<file path="src/rtl/recovery_pkg.sv">
`default_nettype none
// ============================================================================
// Module   : recovery_pkg
// Purpose  : Shared types and constants for the misprediction recovery
//            sequencer (FSM state encoding, FU busy-vector bit positions).
// Revision : 1.0 - initial release
// ============================================================================
package recovery_pkg;

  typedef enum logic [2:0] {
    ST_IDLE     = 3'd0,
    ST_FLUSH    = 3'd1,
    ST_DRAIN    = 3'd2,
    ST_RESTORE  = 3'd3,
    ST_REDIRECT = 3'd4
  } recovery_state_t;

  // Bit positions inside the {alu, fpu, lsu, bru} busy vector
  localparam int FU_ALU = 3;
  localparam int FU_FPU = 2;
  localparam int FU_LSU = 1;
  localparam int FU_BRU = 0;

endpackage
`default_nettype wire

</file>
<file path="src/rtl/recovery_drain_watchdog.sv">
`default_nettype none
// ============================================================================
// Module   : recovery_drain_watchdog
// Purpose  : Counts cycles spent in DRAIN and flags a stuck drain after
//            DRAIN_TIMEOUT cycles. The flag is sticky until reset.
//            Built only when RECOVERY_DRAIN_TIMEOUT_EN is defined.
// Revision : 1.0 - initial release
// ============================================================================
module recovery_drain_watchdog #(
  parameter int DRAIN_TIMEOUT = 256
) (
  input  logic clk_in,
  input  logic rst_in,
  input  logic i_in_drain,
  input  logic i_fu_busy,
  output logic o_expire,
  output logic o_timeout
);

  localparam int CNT_W = $clog2(DRAIN_TIMEOUT + 1);
  localparam logic [CNT_W-1:0] C_LAST = CNT_W'(DRAIN_TIMEOUT - 1);

  logic [CNT_W-1:0] r_cnt;
  logic             r_timeout;

  // Expiry fires on the final allowed DRAIN cycle while work is still in flight
  assign o_expire  = i_in_drain && i_fu_busy && (r_cnt == C_LAST);
  assign o_timeout = r_timeout;

  // Cycle counter restarts on every DRAIN entry; sticky error flag
  always_ff @(posedge clk_in or posedge rst_in) begin
    if (rst_in) begin
      r_cnt     <= '0;
      r_timeout <= 1'b0;
    end else begin
      if (!i_in_drain) begin
        r_cnt <= '0;
      end else if (r_cnt != C_LAST) begin
        r_cnt <= r_cnt + CNT_W'(1);
      end
      if (o_expire) begin
        r_timeout <= 1'b1;
      end
    end
  end

endmodule
`default_nettype wire

</file>
<file path="src/rtl/recovery_ctrl.sv">
`default_nettype none
// ============================================================================
// Module   : recovery_ctrl
// Purpose  : Misprediction recovery sequencer: flush, drain in-flight FU
//            work, copy RRAT into RAT in RESTORE_WIDTH-wide beats, then
//            redirect fetch to the corrected PC. All outputs are registered.
// Options  : RECOVERY_DRAIN_TIMEOUT_EN - builds the drain watchdog that
//            forces RESTORE and raises drain_timeout_out on a stuck drain.
// Revision : 1.0 - initial release
// ============================================================================
module recovery_ctrl #(
  parameter int NUM_ARCH_REGS = 32,
  parameter int RESTORE_WIDTH = 4,
  parameter int DRAIN_TIMEOUT = 256
) (
  input  logic                             clk_in,
  input  logic                             rst_in,
  input  logic                             mispredict_valid_in,
  input  logic [63:0]                      mispredict_pc_in,
  input  logic [3:0]                       fu_busy_in,
  input  logic                             redirect_ready_in,
  output logic                             flush_out,
  output logic                             stall_out,
  output logic                             restore_valid_out,
  output logic [$clog2(NUM_ARCH_REGS)-1:0] restore_base_out,
  output logic [RESTORE_WIDTH-1:0]         restore_lane_valid_out,
  output logic                             redirect_valid_out,
  output logic [63:0]                      redirect_pc_out,
  output logic                             busy_out,
  output logic                             drain_timeout_out
);

  import recovery_pkg::*;

  localparam int IDX_W  = $clog2(NUM_ARCH_REGS);
  localparam int BEATS  = (NUM_ARCH_REGS + RESTORE_WIDTH - 1) / RESTORE_WIDTH;
  localparam int BEAT_W = (BEATS > 1) ? $clog2(BEATS) : 1;
  localparam logic [BEAT_W-1:0] C_LAST_BEAT = BEAT_W'(BEATS - 1);

  generate
    if (RESTORE_WIDTH < 1 || DRAIN_TIMEOUT < 1) begin : g_bad_param
      $error("recovery_ctrl: RESTORE_WIDTH and DRAIN_TIMEOUT must be >= 1");
    end
  endgenerate

  // Lane i of beat k is live only while k*W+i still names a real register
  function automatic logic [RESTORE_WIDTH-1:0] lane_mask(input logic [BEAT_W-1:0] k);
    logic [RESTORE_WIDTH-1:0] m;
    m = '0;
    for (int i = 0; i < RESTORE_WIDTH; i++) begin
      m[i] = ((int'(k) * RESTORE_WIDTH + i) < NUM_ARCH_REGS);
    end
    return m;
  endfunction

  function automatic logic [IDX_W-1:0] beat_base(input logic [BEAT_W-1:0] k);
    int b;
    b = int'(k) * RESTORE_WIDTH;
    return b[IDX_W-1:0];
  endfunction

  recovery_state_t           r_state, w_state_nxt;
  logic [BEAT_W-1:0]         r_beat, w_beat_nxt;
  logic [63:0]               r_pc, w_pc_nxt;
  logic                      r_flush;
  logic                      r_busy;
  logic                      r_restore_valid;
  logic [IDX_W-1:0]          r_restore_base;
  logic [RESTORE_WIDTH-1:0]  r_lane_valid;
  logic                      r_redirect_valid;
  logic [63:0]               r_redirect_pc;
  logic                      w_fu_idle;
  logic                      w_drain_expire;

  assign w_fu_idle = ~|{fu_busy_in[FU_ALU], fu_busy_in[FU_FPU],
                        fu_busy_in[FU_LSU], fu_busy_in[FU_BRU]};

`ifdef RECOVERY_DRAIN_TIMEOUT_EN
  logic w_timeout;

  recovery_drain_watchdog #(
    .DRAIN_TIMEOUT (DRAIN_TIMEOUT)
  ) u_watchdog (
    .clk_in     (clk_in),
    .rst_in     (rst_in),
    .i_in_drain (r_state == ST_DRAIN),
    .i_fu_busy  (!w_fu_idle),
    .o_expire   (w_drain_expire),
    .o_timeout  (w_timeout)
  );

  assign drain_timeout_out = w_timeout;
`else
  assign w_drain_expire    = 1'b0;
  assign drain_timeout_out = 1'b0;
`endif

  // Next-state, beat counter and PC latch
  always_comb begin
    w_state_nxt = r_state;
    w_beat_nxt  = r_beat;
    w_pc_nxt    = r_pc;
    case (r_state)
      ST_IDLE: begin
        if (mispredict_valid_in) begin
          w_state_nxt = ST_FLUSH;
          w_pc_nxt    = mispredict_pc_in;
        end
      end
      ST_FLUSH: begin
        w_state_nxt = ST_DRAIN;
        w_beat_nxt  = '0;
      end
      ST_DRAIN: begin
        if (w_fu_idle || w_drain_expire) begin
          w_state_nxt = ST_RESTORE;
        end
      end
      ST_RESTORE: begin
        if (r_beat == C_LAST_BEAT) begin
          w_state_nxt = ST_REDIRECT;
        end else begin
          w_beat_nxt = r_beat + BEAT_W'(1);
        end
      end
      ST_REDIRECT: begin
        if (redirect_ready_in) begin
          w_state_nxt = ST_IDLE;
        end
      end
      default: begin
        w_state_nxt = ST_IDLE;
      end
    endcase
  end

  // State register
  always_ff @(posedge clk_in or posedge rst_in) begin
    if (rst_in) begin
      r_state <= ST_IDLE;
      r_beat  <= '0;
      r_pc    <= '0;
    end else begin
      r_state <= w_state_nxt;
      r_beat  <= w_beat_nxt;
      r_pc    <= w_pc_nxt;
    end
  end

  // Outputs are decoded from the next state so they are registered yet aligned with it
  always_ff @(posedge clk_in or posedge rst_in) begin
    if (rst_in) begin
      r_flush          <= 1'b0;
      r_busy           <= 1'b0;
      r_restore_valid  <= 1'b0;
      r_restore_base   <= '0;
      r_lane_valid     <= '0;
      r_redirect_valid <= 1'b0;
      r_redirect_pc    <= '0;
    end else begin
      r_flush          <= (w_state_nxt == ST_FLUSH);
      r_busy           <= (w_state_nxt != ST_IDLE);
      r_restore_valid  <= (w_state_nxt == ST_RESTORE);
      r_restore_base   <= (w_state_nxt == ST_RESTORE) ? beat_base(w_beat_nxt) : '0;
      r_lane_valid     <= (w_state_nxt == ST_RESTORE) ? lane_mask(w_beat_nxt) : '0;
      r_redirect_valid <= (w_state_nxt == ST_REDIRECT);
      r_redirect_pc    <= (w_state_nxt == ST_REDIRECT) ? w_pc_nxt : '0;
    end
  end

  assign flush_out              = r_flush;
  assign stall_out              = r_busy;
  assign busy_out               = r_busy;
  assign restore_valid_out      = r_restore_valid;
  assign restore_base_out       = r_restore_base;
  assign restore_lane_valid_out = r_lane_valid;
  assign redirect_valid_out     = r_redirect_valid;
  assign redirect_pc_out        = r_redirect_pc;

endmodule
`default_nettype wire

</file>
<file path="config.mk">
export PLATFORM = sky130hd
export DESIGN_NAME = recovery_ctrl
export DESIGN_NICKNAME = d
export VERILOG_FILES = /design/src/rtl/recovery_pkg.sv /design/src/rtl/recovery_drain_watchdog.sv /design/src/rtl/recovery_ctrl.sv
export SDC_FILE = /design/constraint.sdc
export NUM_CORES = 1
export LEC_CHECK = 0
export CAP_MARGIN = 20
export CORE_ASPECT_RATIO = 0.7
export CORE_UTILIZATION = 27
export DETAILED_ROUTE_END_ITERATION = 10
export GPL_ROUTABILITY_DRIVEN = 0
export PLACE_DENSITY = 0.51
export RECOVER_POWER = 25
export SLEW_MARGIN = 20
export SYNTH_ARGS = -nofsm -noshare
export SYNTH_HDL_FRONTEND = slang
export SYNTH_HIERARCHICAL = 1
export SYNTH_SLANG_ARGS = --single-unit
</file>
<file path="constraint.sdc">
create_clock -name clk_in -period 3.95 [get_ports clk_in]
set_input_delay 0.395 -clock clk_in [delete_from_list [all_inputs] [get_ports clk_in]]
set_output_delay 0.395 -clock clk_in [all_outputs]
set_load 0.005 [all_outputs]
</file>
==> impl_metrics.py, run 1 <==
metrics = {
    "critical_path": {
        "worstPathMaxFanout": 76,
        "timing.rr.start": "r_beat[0]",
        "crit_cells": 3,
        "crit_path_start": "rst_in",
        "max_stage_delay_ps": 1370,
        "end_kind": "asynchronous set/reset pin",
        "worstPathRequired_ps": 4110,
        "cpLargestDelayFamily": "buffers and inverters",
        "critPathKind": "input pin to asynchronous set/reset pin",
        "crit_buf_inv": 3,
        "start_kind": "input pin",
        "ff2ff_path_depth": 5,
        "r2r_slack_ps": 1790,
        "worstPathCellList": "dlygate4sd3_1 > clkinvlp_2 > clkbuf_2",
        "cp_slowest_cell": "clkbuf_2",
        "critPathArrivalTime_ps": 2560,
    },
    "sta": {
        "maxSlewViolCount": 77,
        "final-hold-violation-count": 0,
        "slew_headroom": -0.244,
        "min_period_over_period": 0.607,
        "tns_ps": 0,
        "clock_skew_ps": 10.8,
        "rsz0062_at_grt": "false",
        "worst_slew_pin_slew_ps": 1870,
        "finalSetupViolCount": 0,
        "max_freq_ghz": 0.417,
        "fin_crit_ps": 2400,
    },
    "synthesis": {
        "synthTopCellsByArea": "dfrtp_1 (70%), mux2_1 (8.9%), nor2b_1 (7.9%)",
        "syn_area_per_cell_um2": 15.1,
        "synth_seq_cells": 141,
        "synth.distinct_cells": 29,
        "syn_inst": 336,
        "yosysWarnings": 6,
        "syn_area_mm2": 0.00507,
        "yosys.area.top_type": "dfrtp_1",
        "ys_seq_area_frac": 0.696,
        "synth_top_area_frac": 0.696,
    },
    "power_and_ir_drop": {
        "powerDensity_mw_per_mm2": 618,
        "p_comb_frac": 0.221,
        "p_seq_frac": 0.441,
        "internal-power_uw": 3340,
        "power_switching_uw": 1170,
        "p_sw_frac": 0.259,
        "ir_drop_mv": 0.275,
        "p_total_uw": 4510,
        "p_clk_frac": 0.338,
        "leakagePower_uw": 0.00315,
    },
    "route": {
        "wirelength_um": 10700,
        "first_pass_iters": 7,
        "antenna_left": 0,
        "drt_iter0_drc": 200,
        "drcViolationCount": 12,
        "post_drt_wl_per_cell_um": 14.6,
        "routed_via_density": 4.06,
        "via_count": 2979,
    },
    "die": {
        "coreArea_mm2": 0.0182,
        "io_pins": 151,
        "dieArea_mm2": 0.0193,
        "start_util": 0.278,
        "die_w_um": 166,
        "rows": 41,
        "fp.dieH_um": 117,
    },
    "cells_and_area": {
        "layout-drive-gt1-share": 0.129,
        "area_growth_syn_to_layout_pct": 44.0,
        "fillers": 1700,
        "antennaDiodeCount": 0,
        "layout.nets": 557,
    },
    "grt": {
        "grt.met3_usage": 0.0695,
        "overflow": 0,
        "grt_pass1_vias": 3158,
        "antenna_found_initial": 0,
        "grt.busiest_layer": "met2",
        "grt_util_met2": 0.162,
        "grt_pass1_wl_um": 17000,
        "grt_use_met1": 0.146,
        "gr-usage-all-layers": 0.117,
        "grt_max_degree": 77,
    },
    "clock_network": {
        "cts_max_level": 4,
        "cts_resized": 0,
        "clock_sinks": 141,
        "path_clk_slew_ps": 60,
        "clkLatencyLatePin_ps": 420,
        "cts_tree": "done",
        "cts-root-buf": "clkbuf_16",
        "cts.path.max_buffers": 2,
        "ctsHoldBuffers": 0,
        "cts_buffers": 17,
        "cts_setup_buffers": 0,
    },
    "flow_run": {
        "drv_cap": 1,
    },
    "outcome": {
        "violations": "DRC, capacitance limit, slew limit",
        "status": "complete, but fails checks",
    },
    "min_path": {
        "hp-class": "input pin to asynchronous set/reset pin",
    },
    "placed_design": {
        "port_buffers": 147,
        "dp_hpwl_um": 6770,
    },
}
metrics by stage:
step	util	setup WS, ps	cell area [µm²]	instances	hold WS, ps
after global placement	0.370	1740	6740	701	456
after global routing	0.401	1140	7300	733	357
after floorplan	-	1790	5080	338	447
after CTS	0.402	1810	7310	733	205
final	0.401	1550	7300	733	351
after detailed placement	0.370	1710	6740	701	463
power groups by stage:
stage | combinational, µW | sequential (µW) | clock, µW
detailed placement | 1010 | 2020 | 0
floorplan | 734 | 1960 | 0
CTS | 1020 | 1990 | 1580
global route | 1100 | 2040 | 1640
finish | 998 | 1990 | 1520
global placement | 979 | 2010 | 0
logic make-up after synthesis:
logic type / after synthesis / share of synthesized area
AO/OA/AOI/OAI: 12 / 0.0148
XOR/XNOR: 1 / 0.00173
adder cells (fa/ha/maj): 1 / 0.00247
buffers and inverters: 28 / 0.0365
flip-flops: 141 / 0.696
multiplexers: 64 / 0.142
other: 1 / 0.000739
AND/OR/NAND/NOR: 88 / 0.106
flip-flops by register name, indices dropped and copies added, names as in the netlist:
| register | cells |
|---|---|
| r_beat | 3 |
| r_pc | 64 |
| restore_base_out | 3 |
| r_state | 3 |
| flush_out | 1 |
| redirect_valid_out | 1 |
| redirect_pc_out | 64 |
| busy_out | 1 |
| restore_lane_valid_out | 1 |
per-layer routing:
layer	vias to the layer above	share of wire
met5	-	0
met2	106	0.41
met4	0	0.013
met1	1472	0.46
met3	12	0.12
li1	1389	-
worst paths after layout:
path,endpoint
setup / recovery,r_pc[38]
max in group clk_in,redirect_pc_out[28]
setup reg to reg,redirect_pc_out[28]
min in group clk_in,r_pc[24]
hold / removal,restore_lane_valid_out[2]
hold reg to reg,r_pc[24]
synthesized netlist by cell type:
master and count:
nor2b_1 64, buf_2 6, o21ai_0 4, nand2b_1 1, nor2b_2 1, clkbuf_2 1
nand3b_1 1, buf_4 9, nor4b_4 1, o21a_1 1, a21oi_1 2, mux2_2 24
nand2_1 6, a32oi_1 2, a31oi_1 2, conb_1 1, clkbuf_1 3, a21boi_0 1
or4_1 1, nand3_1 5, nor3_1 2, dfrtp_1 141, inv_1 4, xor2_1 1
mux2_1 40, ha_1 1, and2_1 1, nor2_1 5, buf_6 5
cell type report:
cell class	instances	area (µm²)	area share
Clock inverter	14	133	0.0182
Multi-Input combinational cell	169	1380	0.189
Timing Repair Buffer	151	1510	0.207
Tap cell	236	295	0.0404
Sequential cell	141	3530	0.483
Inverter	4	16.3	0.00223
Clock buffer	18	439	0.0601
cell usage in the layout (no fill, tap or decap), drive strengths merged:
cell	count
clkinv	6
xor2	1
dfrtp	141
mux2	64
dlygate4sd3	1
nor3	2
clkbuf	20
a31oi	2
or4	1
inv	7
conb	3
and2	1
clkinvlp	4
a21boi	1
clkdlybuf4s50	146
o21a	1
buf	2
bufinv	1
ha	1
a32oi	2
a21oi	2
nand2	6
nand3	5
nand3b	1
o21ai	4
nand2b	1
nor2	5
nor2b	65
nor4b	1
(Power assumes the default switching activity.)
==> run 2: changes to the inputs <==
==> constraint.sdc (replaced) <==
create_clock -name clk_in -period 2 [get_ports clk_in]
set_input_delay 0.2 -clock clk_in [delete_from_list [all_inputs] [get_ports clk_in]]
set_output_delay 0.2 -clock clk_in [all_outputs]
set_load 0.005 [all_outputs]
==> run 2 against run 1 <==
Against the previous run: largest power group unchanged; wire length rose by 2.1%; critical path type is now flip-flop to flip-flop; clock power rose by 120%; global-route usage rose by 0.44 points; sequential share of layout area fell by 1.3 points; critical path depth rose by 2; the flow finishes with violations (DRC); clock skew barely moved; register-to-register slack got worse by 1500 ps; count of clock-buffer cells in the layout rose by 3; non-clock buffer count rose by 10; via count rose by 2.5%.
==> impl_metrics.py, run 2 (same netlist as run 1, synthesis figures left out) <==
metrics = {
    "outcome": {
        "status": "complete, but fails checks",
        "violations": "DRC",
    },
    "grt": {
        "grt_util_met2": 0.172,
        "gr-usage-all-layers": 0.122,
        "grt.met3_usage": 0.0681,
        "grt_pass1_vias": 3290,
        "antenna_found_initial": 1,
        "grt_use_met1": 0.154,
        "grt_max_degree": 83,
        "overflow": 0,
        "grt_pass1_wl_um": 17600,
        "grt.busiest_layer": "met2",
    },
    "cells_and_area": {
        "area_growth_syn_to_layout_pct": 47.9,
        "final_common_cell": "clkdlybuf4s50_1",
        "mostFrequentLayoutCells": "clkdlybuf4s50_1 (147), dfrtp_1 (141), nor2b_1 (64)",
        "layout-drive-gt1-share": 0.144,
        "antennaDiodeCount": 0,
        "layout.nets": 567,
    },
    "route": {
        "routed_via_density": 4.11,
        "wirelength_um": 10900,
        "first_pass_iters": 7,
        "antenna_left": 0,
        "post_drt_wl_per_cell_um": 14.7,
        "via_count": 3054,
        "drt_iter0_drc": 178,
        "drcViolationCount": 12,
    },
    "power_and_ir_drop": {
        "p_seq_frac": 0.417,
        "ir_drop_mv": 0.567,
        "p_comb_frac": 0.232,
        "p_clk_frac": 0.351,
        "powerDensity_mw_per_mm2": 1240,
        "p_sw_frac": 0.247,
        "internal-power_uw": 7020,
        "leakagePower_uw": 0.00325,
        "power_switching_uw": 2300,
    },
    "sta": {
        "clock_skew_ps": 10.4,
        "worst_slew_pin_slew_ps": 1480,
        "tns_ps": 0,
        "finalSetupViolCount": 0,
        "final-hold-violation-count": 0,
        "rsz0062_at_grt": "false",
        "min_period_over_period": 0.867,
        "fin_ws_ps": 265,
        "slew_headroom": 0.0126,
        "max_freq_ghz": 0.576,
        "fin_crit_ps": 1730,
        "maxSlewViolCount": 0,
    },
    "clock_network": {
        "path_clk_slew_ps": 60,
        "cts_resized": 0,
        "cts_max_level": 4,
        "ctsHoldBuffers": 0,
        "clkLatencyLatePin_ps": 410,
        "cts_setup_buffers": 0,
        "cts-root-buf": "clkbuf_16",
        "clock_sinks": 141,
        "cts.path.max_buffers": 2,
        "cts_buffers": 17,
        "cts_tree": "done",
    },
    "flow_run": {
        "drv_cap": 0,
    },
    "critical_path": {
        "critPathArrivalTime_ps": 2030,
        "worstPathRequired_ps": 2290,
        "worstPathMaxFanout": 17,
        "ff2ff_path_depth": 5,
        "cp_slowest_cell": "dfrtp_1",
        "max_stage_delay_ps": 400,
        "timing.rr.start": "r_state[2]",
        "start_kind": "flip-flop",
        "critPathKind": "flip-flop to flip-flop",
        "end_kind": "flip-flop",
        "worstPathCellList": "nor4b_4 > buf_4 > buf_12 > mux2_1 > nor2b_1",
        "regToRegEndpoint": "redirect_pc_out[52]",
        "r2r_slack_ps": 270,
    },
    "die": {
        "rows": 41,
        "coreArea_mm2": 0.0182,
        "start_util": 0.278,
        "io_pins": 151,
        "dieArea_mm2": 0.0193,
        "fp.dieH_um": 117,
        "die_w_um": 166,
    },
    "min_path": {
        "holdPathStages": 2,
        "min_from": "mispredict_pc_in[21]",
        "hold_end": "r_pc[21]",
        "hp-class": "input pin to flip-flop",
    },
    "placed_design": {
        "dp_hpwl_um": 7480,
        "place_ws_ps": 34.4,
        "port_buffers": 147,
    },
}
[run 2: cell count changes in the layout (fill, tap and decap cells not counted), moves of 2 or more]
cell,before,now
buf_4,1,6
bufinv_16,1,3
clkbuf_8,1,3
buf_12,1,6
clkinv_4,4,2
[run 2: metrics by stage]
stage / instance area, µm² / cells / hold WS, ps / util / total power (µW)
global route: 7500 / 743 / 403 / 0.412 / 9890
CTS: 7530 / 743 / 255 / 0.413 / 9500
detailed placement: 6900 / 711 / 463 / 0.379 / 6150
floorplan: 5080 / 338 / 350 / - / 5330
finish: 7500 / 743 / 400 / 0.412 / 9330
global placement: 6900 / 711 / 456 / 0.379 / 6030
[run 2: how the worst max path moves through the flow]
stage / startpoint / end / slack [ps] / depth (start not counted)
global placement: mispredict_valid_in / redirect_pc_out[28] / 80 / 6
floorplan: rst_in / busy_out / 40 / 1
finish: r_state[2] / redirect_pc_out[52] / 270 / 5
global route: rst_in / redirect_pc_out[19] / 130 / 3
detailed placement: mispredict_valid_in / redirect_pc_out[52] / 30 / 6
CTS: r_state[2] / redirect_pc_out[52] / 250 / 5
[run 2: routing by layer]
layer | share of wire | up-vias
li1 | - | 1408
met1 | 0.46 | 1521
met2 | 0.42 | 110
met3 | 0.11 | 13
met4 | 0.013 | 2
met5 | 0.0012 | -
[run 2: power groups by stage]
stage / sequential (µW) / combinational (µW) / clock, µW
4_1_cts: 3900 / 2210 / 3390
2_1_floorplan: 3880 / 1450 / 0
5_1_grt: 3980 / 2400 / 3510
3_5_place_dp: 3950 / 2200 / 0
3_3_place_gp: 3920 / 2110 / 0
6_report: 3890 / 2170 / 3270
[run 2: worst max-delay path, delay by kind of cell, from the launching register on]
family / cells / cell delay (ps)
buffers and inverters: 2 / 400
DFF: 1 / 400
muxes: 1 / 360
and+or+nand+nor: 2 / 430
[run 2: area by class of cell]
| type | count | area, µm² |
|---|---|---|
| inverters | 4 | 18.8 |
| clock inverters | 11 | 154 |
| repair buffers | 161 | 1650 |
| fillers | 1698 | 10700 |
| well taps | 236 | 295 |
| multi-input cells | 169 | 1380 |
| clock buffers | 21 | 470 |
| flip-flops and latches | 141 | 3530 |
==> run 3: changes to the inputs <==
--- a/config.mk
+++ b/config.mk
@@ -9,7 +9,7 @@
 export CORE_ASPECT_RATIO = 0.7
 export CORE_UTILIZATION = 27
 export DETAILED_ROUTE_END_ITERATION = 10
-export GPL_ROUTABILITY_DRIVEN = 0
+export HOLD_SLACK_MARGIN = 0.05
 export PLACE_DENSITY = 0.51
 export RECOVER_POWER = 25
 export SLEW_MARGIN = 20
==> results of run 3 <==
Same layout as run 2: the final DEF is identical, and so are final timing and power.
